$ cat config.mk
export PLATFORM = sky130hd
export DESIGN_NAME = fifo_uart_tx
export DESIGN_NICKNAME = d
export VERILOG_FILES = /design/src/rtl/fifo_uart_tx.sv
export SDC_FILE = /design/constraint.sdc
export NUM_CORES = 1
export LEC_CHECK = 0
export CAP_MARGIN = 20
export CORE_UTILIZATION = 55
export CTS_CLUSTER_DIAMETER = 100
export DETAILED_ROUTE_END_ITERATION = 12
export PLACE_DENSITY = 0.88
export RECOVER_POWER = 50
export SYNTH_ARGS = -nofsm -noshare
export SYNTH_HDL_FRONTEND = slang
export SYNTH_SLANG_ARGS = --single-unit
$ cat constraint.sdc
create_clock -name CLOCK -period 4.8 [get_ports CLOCK]
set_clock_uncertainty 0.05 [all_clocks]
set_input_delay 0.48 -clock CLOCK [delete_from_list [all_inputs] [get_ports CLOCK]]
set_output_delay 0.48 -clock CLOCK [all_outputs]
set_load 0.05 [all_outputs]
$ cat src/rtl/fifo_uart_tx.sv
// FIFO-fed 8N1/8N2 UART transmitter: pops one byte per frame and serialises it LSB first.
// Optional even-parity bit between data and stop is enabled by defining FIFO_UART_TX_PARITY_EN.
module fifo_uart_tx #(
    parameter int CLKS_PER_BIT = 16,
    parameter int STOP_BITS    = 1
) (
    input  logic       CLOCK,
    input  logic       RESET,
    input  logic       TX_EN,
    input  logic       F_EMPTY_N,
    input  logic [7:0] FIFO_DATA,
    output logic       FIFO_READ,
    output logic       TX,
    output logic       BUSY,
    output logic [7:0] TX_COUNT
);

    localparam logic [2:0] S_IDLE    = 3'd0;
    localparam logic [2:0] S_FETCH   = 3'd1;
    localparam logic [2:0] S_CAPTURE = 3'd2;
    localparam logic [2:0] S_START   = 3'd3;
    localparam logic [2:0] S_DATA    = 3'd4;
`ifdef FIFO_UART_TX_PARITY_EN
    localparam logic [2:0] S_PARITY  = 3'd5;
`endif
    localparam logic [2:0] S_STOP    = 3'd6;

    localparam logic [7:0] BAUD_LAST = 8'(CLKS_PER_BIT - 1);
    localparam logic [2:0] STOP_LAST = 3'(STOP_BITS - 1);

    logic [2:0] state_q, state_d;
    logic [7:0] baud_q, baud_d;
    logic [2:0] bit_q, bit_d;
    logic [7:0] shift_q, shift_d;
    logic [7:0] count_q, count_d;
    logic       tx_q, tx_d;
    logic       read_q, read_d;
    logic       baud_end;
`ifdef FIFO_UART_TX_PARITY_EN
    logic       parity_q, parity_d;
`endif

    assign baud_end = (baud_q == BAUD_LAST);

    // The bit counter indexes data bits in DATA and is reused to count stop bits in STOP.
    always_comb begin
        // NOTE: every variable gets a default here so no path leaves one unassigned,
        // which would otherwise infer a latch.
        state_d  = state_q;
        baud_d   = baud_q + 8'd1;
        bit_d    = bit_q;
        shift_d  = shift_q;
        count_d  = count_q;
`ifdef FIFO_UART_TX_PARITY_EN
        parity_d = parity_q;
`endif
        case (state_q)
            S_IDLE: begin
                baud_d = 8'd0;
                if (TX_EN && F_EMPTY_N) begin
                    state_d = S_FETCH;
                end
            end
            S_FETCH: begin
                baud_d  = 8'd0;
                state_d = S_CAPTURE;
            end
            S_CAPTURE: begin
                baud_d   = 8'd0;
                shift_d  = FIFO_DATA;
`ifdef FIFO_UART_TX_PARITY_EN
                parity_d = ^FIFO_DATA;
`endif
                state_d  = S_START;
            end
            S_START: begin
                if (baud_end) begin
                    baud_d  = 8'd0;
                    bit_d   = 3'd0;
                    state_d = S_DATA;
                end
            end
            S_DATA: begin
                if (baud_end) begin
                    baud_d  = 8'd0;
                    shift_d = {1'b0, shift_q[7:1]};
                    if (bit_q == 3'd7) begin
                        bit_d   = 3'd0;
`ifdef FIFO_UART_TX_PARITY_EN
                        state_d = S_PARITY;
`else
                        state_d = S_STOP;
`endif
                    end else begin
                        bit_d = bit_q + 3'd1;
                    end
                end
            end
`ifdef FIFO_UART_TX_PARITY_EN
            S_PARITY: begin
                if (baud_end) begin
                    baud_d  = 8'd0;
                    state_d = S_STOP;
                end
            end
`endif
            S_STOP: begin
                if (baud_end) begin
                    baud_d = 8'd0;
                    if (bit_q == STOP_LAST) begin
                        bit_d   = 3'd0;
                        count_d = count_q + 8'd1;
                        state_d = S_IDLE;
                    end else begin
                        bit_d = bit_q + 3'd1;
                    end
                end
            end
            default: begin
                baud_d  = 8'd0;
                state_d = S_IDLE;
            end
        endcase
    end

    // Outputs are decoded from the next state so the registered pins line up with the state.
    always_comb begin
        read_d = (state_d == S_FETCH);
        case (state_d)
            S_START:  tx_d = 1'b0;
            S_DATA:   tx_d = shift_d[0];
`ifdef FIFO_UART_TX_PARITY_EN
            S_PARITY: tx_d = parity_d;
`endif
            default:  tx_d = 1'b1;
        endcase
    end

    // NOTE: the datapath registers (shift, counters) are reset too, so the block
    // restarts from a fully known state after an aborted frame.
    always_ff @(posedge CLOCK or posedge RESET) begin
        if (RESET) begin
            // NOTE: sequential state uses non-blocking assignments so every register
            // samples the pre-edge values regardless of statement order.
            state_q  <= S_IDLE;
            baud_q   <= 8'd0;
            bit_q    <= 3'd0;
            shift_q  <= 8'd0;
            count_q  <= 8'd0;
            tx_q     <= 1'b1;
            read_q   <= 1'b0;
`ifdef FIFO_UART_TX_PARITY_EN
            parity_q <= 1'b0;
`endif
        end else begin
            state_q  <= state_d;
            baud_q   <= baud_d;
            bit_q    <= bit_d;
            shift_q  <= shift_d;
            count_q  <= count_d;
            tx_q     <= tx_d;
            read_q   <= read_d;
`ifdef FIFO_UART_TX_PARITY_EN
            parity_q <= parity_d;
`endif
        end
    end

    assign FIFO_READ = read_q;
    assign TX        = tx_q;
    assign BUSY      = (state_q != S_IDLE);
    assign TX_COUNT  = count_q;

endmodule

Word-level counts from Yosys, hierarchy flattened
Index checks and enable logic that the tools add are counted.
{"block": "op_classes", "reduce_logical": 10, "n_eq_ne": 13, "mux": 18, "add_sub_neg": 3}
{"op": "$mux W3", "n": 11}
{"op": "$mux W8", "n": 3}
{"op": "$pmux W3 S6", "n": 1}
{"op": "$add A8 B1 Y8 const B", "n": 2}
{"op": "$pmux W8 S2", "n": 1}
{"op": "$eq A3 B3 Y1 const B", "n": 4}
{"op": "$eq A3 B2 Y1 const B", "n": 3}
{"op": "$pmux W3 S3", "n": 1}
{"op": "$eq A8 B4 Y1 const B", "n": 1}
{"op": "$eq A3 B1 Y1 const B", "n": 2}
{"op": "$logic_not A3 Y1", "n": 2}
{"op": "$ne A2 B2 Y1 const B", "n": 3}
{"op": "$reduce_bool A3 Y1", "n": 2}
{"op": "$reduce_and A4 Y1", "n": 1}
{"op": "$add A3 B1 Y3 const B", "n": 1}
{"op": "$reduce_and A3 Y1", "n": 1}
{"op": "$reduce_or A3 Y1", "n": 1}
{"op": "$pmux W1 S2", "n": 1}
{"op": "$reduce_and A2 Y1", "n": 1}
{"op": "$reduce_bool A2 Y1", "n": 1}
{"op": "$logic_and A1 B1 Y1", "n": 1}
{"block": "word_totals", "register_bits": 32, "input_bits": 12, "output_inout_bits": 11, "word_cells": 52}

Depth between registers and ports, before layout
{"block": "logic_depth", "depth_word": 6, "mapped_depth": 7, "mapped_depth_nobuf": 7}

Least setup slack after synthesis
OpenSTA, ideal clock, no wires.
{"block": "synth_path", "kind": "register -> register", "startpoint": "register baud_q[4]", "endpoint": "register tx_q (netlist: TX)", "setup_time_ns": 0.086, "stages_incl_launch_ff": 6, "slack_ns": 2.978, "required_time_ns": 4.664, "n_path_buf": 0, "period_less_slack_ns": 1.822, "arrival_ns": 1.686, "path_cell_list": "dfrtp_1 -> or4_4 -> o311a_1 -> a221o_1 -> nor2b_2 -> o21ai_1"}
{"block": "synth_via", "elab_cells_between_ends": 10, "classes_between": "3 x eq/ne; 7 x mux"}
{"item": "from (decl)", "line": "32", "source": "logic [7:0] baud_q, baud_d;"}
{"item": "from (signal assigned)", "line": "157", "source": "baud_q <= baud_d;"}
{"item": "$eq A8 B4 Y1", "line": "43", "source": "assign baud_end = (baud_q == BAUD_LAST);"}
{"item": "$mux W8", "line": "84", "source": "if (baud_end) begin"}
{"item": "$pmux W8 S2", "line": "57", "source": "case (state_q)"}
{"item": "net shift_d[0]", "line": "34", "source": "logic [7:0] shift_q, shift_d;"}
{"item": "$pmux W1 S2", "line": "129", "source": "case (state_d)"}
{"item": "net tx_d", "line": "36", "source": "logic tx_q, tx_d;"}
{"item": "to (signal assigned)", "line": "161", "source": "tx_q <= tx_d;"}
{"item": "to (decl)", "line": "36"}
The timed path passes the listed nets, and every way through them passes these cells. The select of a mux whose other input is x is not followed.
A chain may end at the register's enable or synchronous reset.

Worst setup path after layout
{"block": "layout_path", "startpoint": "register state_q[1]", "endpoint": "output BUSY"}
{"block": "layout_via", "elab_chain_cells": 1}
{"item": "from (decl)", "line": "31", "source": "logic [2:0] state_q, state_d;"}
{"item": "from (signal assigned)", "line": "156", "source": "state_q <= state_d;"}
{"item": "$reduce_bool A3 Y1", "line": "171", "source": "assign BUSY = (state_q != S_IDLE);"}
{"item": "to (decl)", "line": "14", "source": "output logic BUSY,"}
No other way between the ends.

==> impl_metrics.yaml <==
finish:
  layout-drive-gt1-share_pct: 9.195
  final_cells: 204
  fillers: 203
  layout_commonest_cell: "dfrtp_1"
  layout_common_cells: "31 x dfrtp_1, 21 x nand2_1, 21 x clkdlybuf4s50_1, 13 x nor2_1, 9 x xnor2_1"
  antennaDiodeCount: 0
  fin_area_um2: 1829
  nets: 190
  area_delta_synth_final_pct: 17.34
  post-route-util_pct: 71.25
synth:
  ys_ff_latch: 32
  ys_types: 43
  yosys_warnings: 0
  syn_avg_cell_area_um2: 10.53
  synth_edf_count: 0
  synth_ff_type: "dfrtp_1"
  synth.cell_area_um2: 1559
  yosysSeqAreaShare_pct: 51.44
  synthArstFlopShare_pct: 100.0
  syn-instance-count: 148
  yosys.area.top_type_share_pct: 49.76
  syn_nets: 165
  synth_top_cell_by_area: "dfrtp_1"
  synth.area.top_cells: "dfrtp_1 50%, nand2_1 5.1%, xnor2_1 5.1%"
pwr:
  powerDensity_nw_per_um2: 434.4
  ir_worst_vdd_mv: 0.4222
  p_comb_share_pct: 30.4
  internal_power_uw: 518.5
  clkPwrFrac_pct: 20.0
  p_leak_uw: 0.0008442
  seqPwrFrac_pct: 49.6
  power_switching_uw: 276.2
  switching_share_pct: 34.75
run_status:
  status: "finished clean"
route:
  wl_per_cell_um: 14.37
  wl_um: 2932
  drt_iter0_drc: 37
  drc: 0
  drtPass1Iterations: 4
  vias: 1156
  ant_nets: 0
  viasPerCell: 5.667
critical_path:
  crit_required_ns: 4.27
  crit_fanout: 9
  r2r_start: "baud_q[4]"
  criticalPathCategory: "register to output pin"
  cp-end-kind: "output pin"
  r2r_setup_slack_ns: 2.44
  r2r-end: "shift_q[2]"
  start_kind: "register"
  worst-endpoint-arrival_ns: 1.93
  reg2regPathDepth: 5
timing:
  rsz0062_at_grt: "false"
  worst_pin_slew_ns: 0.9586
  relSlewSlack_pct: 35.60
  hold_viol_final: 0
  layout_worst_path_cycle_share_pct: 51.20
  slew_viol_final: 0
  fin_ws_ns: 2.342
  fin_crit_ns: 2.458
  max_clock_freq_ghz: 0.4069
  final-setup-viol-count: 0
  finalSetupTns_ns: 0
place:
  postPlaceCellArea_um2: 1807
  post-place-ws_ns: 2.708
  placed_cells: 196
  port_buffers: 22
  routabilityCongestion: 0.8189
  place_hpwl_um: 2145
clocking:
  clkTransAtPathRegs_ns: 0.09
  htree_levels: 2
  ctsRootBufferMaster: "clkbuf_4"
  clock_path_buffers: 2
  cts_made_buffers: 5
  cts_setup_buffers: 0
  cts_resized: 0
  clock_latency_ns: 0.33
  holdBufCountCts: 0
  cts_tree: "done"
  cts_sinks: 32
run:
  drv_cap: 0
floorplanning:
  die_h_um: 55.24
  core_area_um2: 2567
  initial_utilization_pct: 60.72
  die_width_um: 55.24
  ios: 23
  die_area_um2: 3051
  row_count: 18
global_route:
  grt_max_degree: 18
  antenna_found_initial: 0
  grt_overflow_total: 0
  track_usage_pct: 22.71
  grt_pass1_vias: 1167
  grt_pass1_wl_um: 5299
worst_hold_path:
  hold_class: "register to register"
  min_to: "baud_q[0]"
  hold_start: "baud_q[0]"
  hold_depth: 1
kinds of logic (layout without fill, tap and decap cells):
kind of cell	Yosys count	after routing	synth area share [%]
flops	32	32	51.44
fa+ha+maj	5	5	4.013
compound gates	24	24	11.24
mux	1	1	0.7223
simple gates	63	63	21.67
buf+inv	10	36	3.611
xor+xnor	13	13	7.303
stage by stage:
stage / power, µW / hold WS, ns
2_1_floorplan: 600.2 / 0.3831
6_report: 794.6 / 0.4217
3_5_place_dp: 647.5 / 0.4092
4_1_cts: 805.1 / 0.4218
5_1_grt: 860.3 / 0.4604
3_3_place_gp: 629.1 / 0.3966
flip-flops by register name, indices dropped and copies added (netlist names):
signal     cells
TX_COUNT       8
shift_q        8
FIFO_READ      1
state_q        3
TX             1
bit_q          3
baud_q         8
critical path, cell delays in order (launching register included):
cell and delay, ns:
dfrtp_1 0.48, or3_1 0.41, clkdlybuf4s50_1 0.71
layout make-up:
class | count | area [µm²] | share of cell area (%)
Multi-Input combinational cell | 106 | 688.2 | 37.62
Sequential cell | 32 | 802.0 | 43.84
Inverter | 5 | 18.77 | 1.026
Clock buffer | 8 | 58.81 | 3.215
Tap cell | 30 | 37.54 | 2.052
Timing Repair Buffer | 23 | 224.0 | 12.24
how the worst max path moves through the flow:
| stage | start | slack [ns] | cells after the start | to |
|---|---|---|---|---|
| after floorplan | baud_q[4] | 2.98 | 5 | TX |
| after global placement | state_q[1] | 2.73 | 2 | BUSY |
| after detailed placement | state_q[1] | 2.71 | 2 | BUSY |
| after CTS | state_q[1] | 2.34 | 2 | BUSY |
| after global routing | baud_q[4] | 2.26 | 5 | shift_q[3] |
| final | state_q[1] | 2.34 | 2 | BUSY |
cells in the mapped netlist, types with 3 or more instances:
library cell and number:
dfrtp_1 31, nand2_1 21, nor2_1 13, xnor2_1 9, a22oi_1 6, a21oi_1 5, ha_1 5, inv_1 5
nand4_1 5, and3_1 4, nand3_1 4, xor2_1 4, a21o_1 3, and2b_2 3
routing by layer:
metal / vias up / wire [µm] / share of wire (%) / track usage (%)
met3: 2 / 140 / 4.8 / 8.899
met2: 26 / 1477 / 50 / 36.14
li1: 566 / - / - / -
met5: - / 0 / 0 / 0
met1: 562 / 1304 / 44 / 28.35
met4: 0 / 10 / 0.34 / 7.500
power groups by stage:
stage	Sequential [µW]	Combinational (µW)	Clock [µW]
2_1_floorplan	393	207	0
3_3_place_gp	393	236	0
3_5_place_dp	398	249	0
4_1_cts	393	249	163
5_1_grt	405	275	180
6_report	394	242	159
No activity file was read; power rests on OpenSTA's default activity.
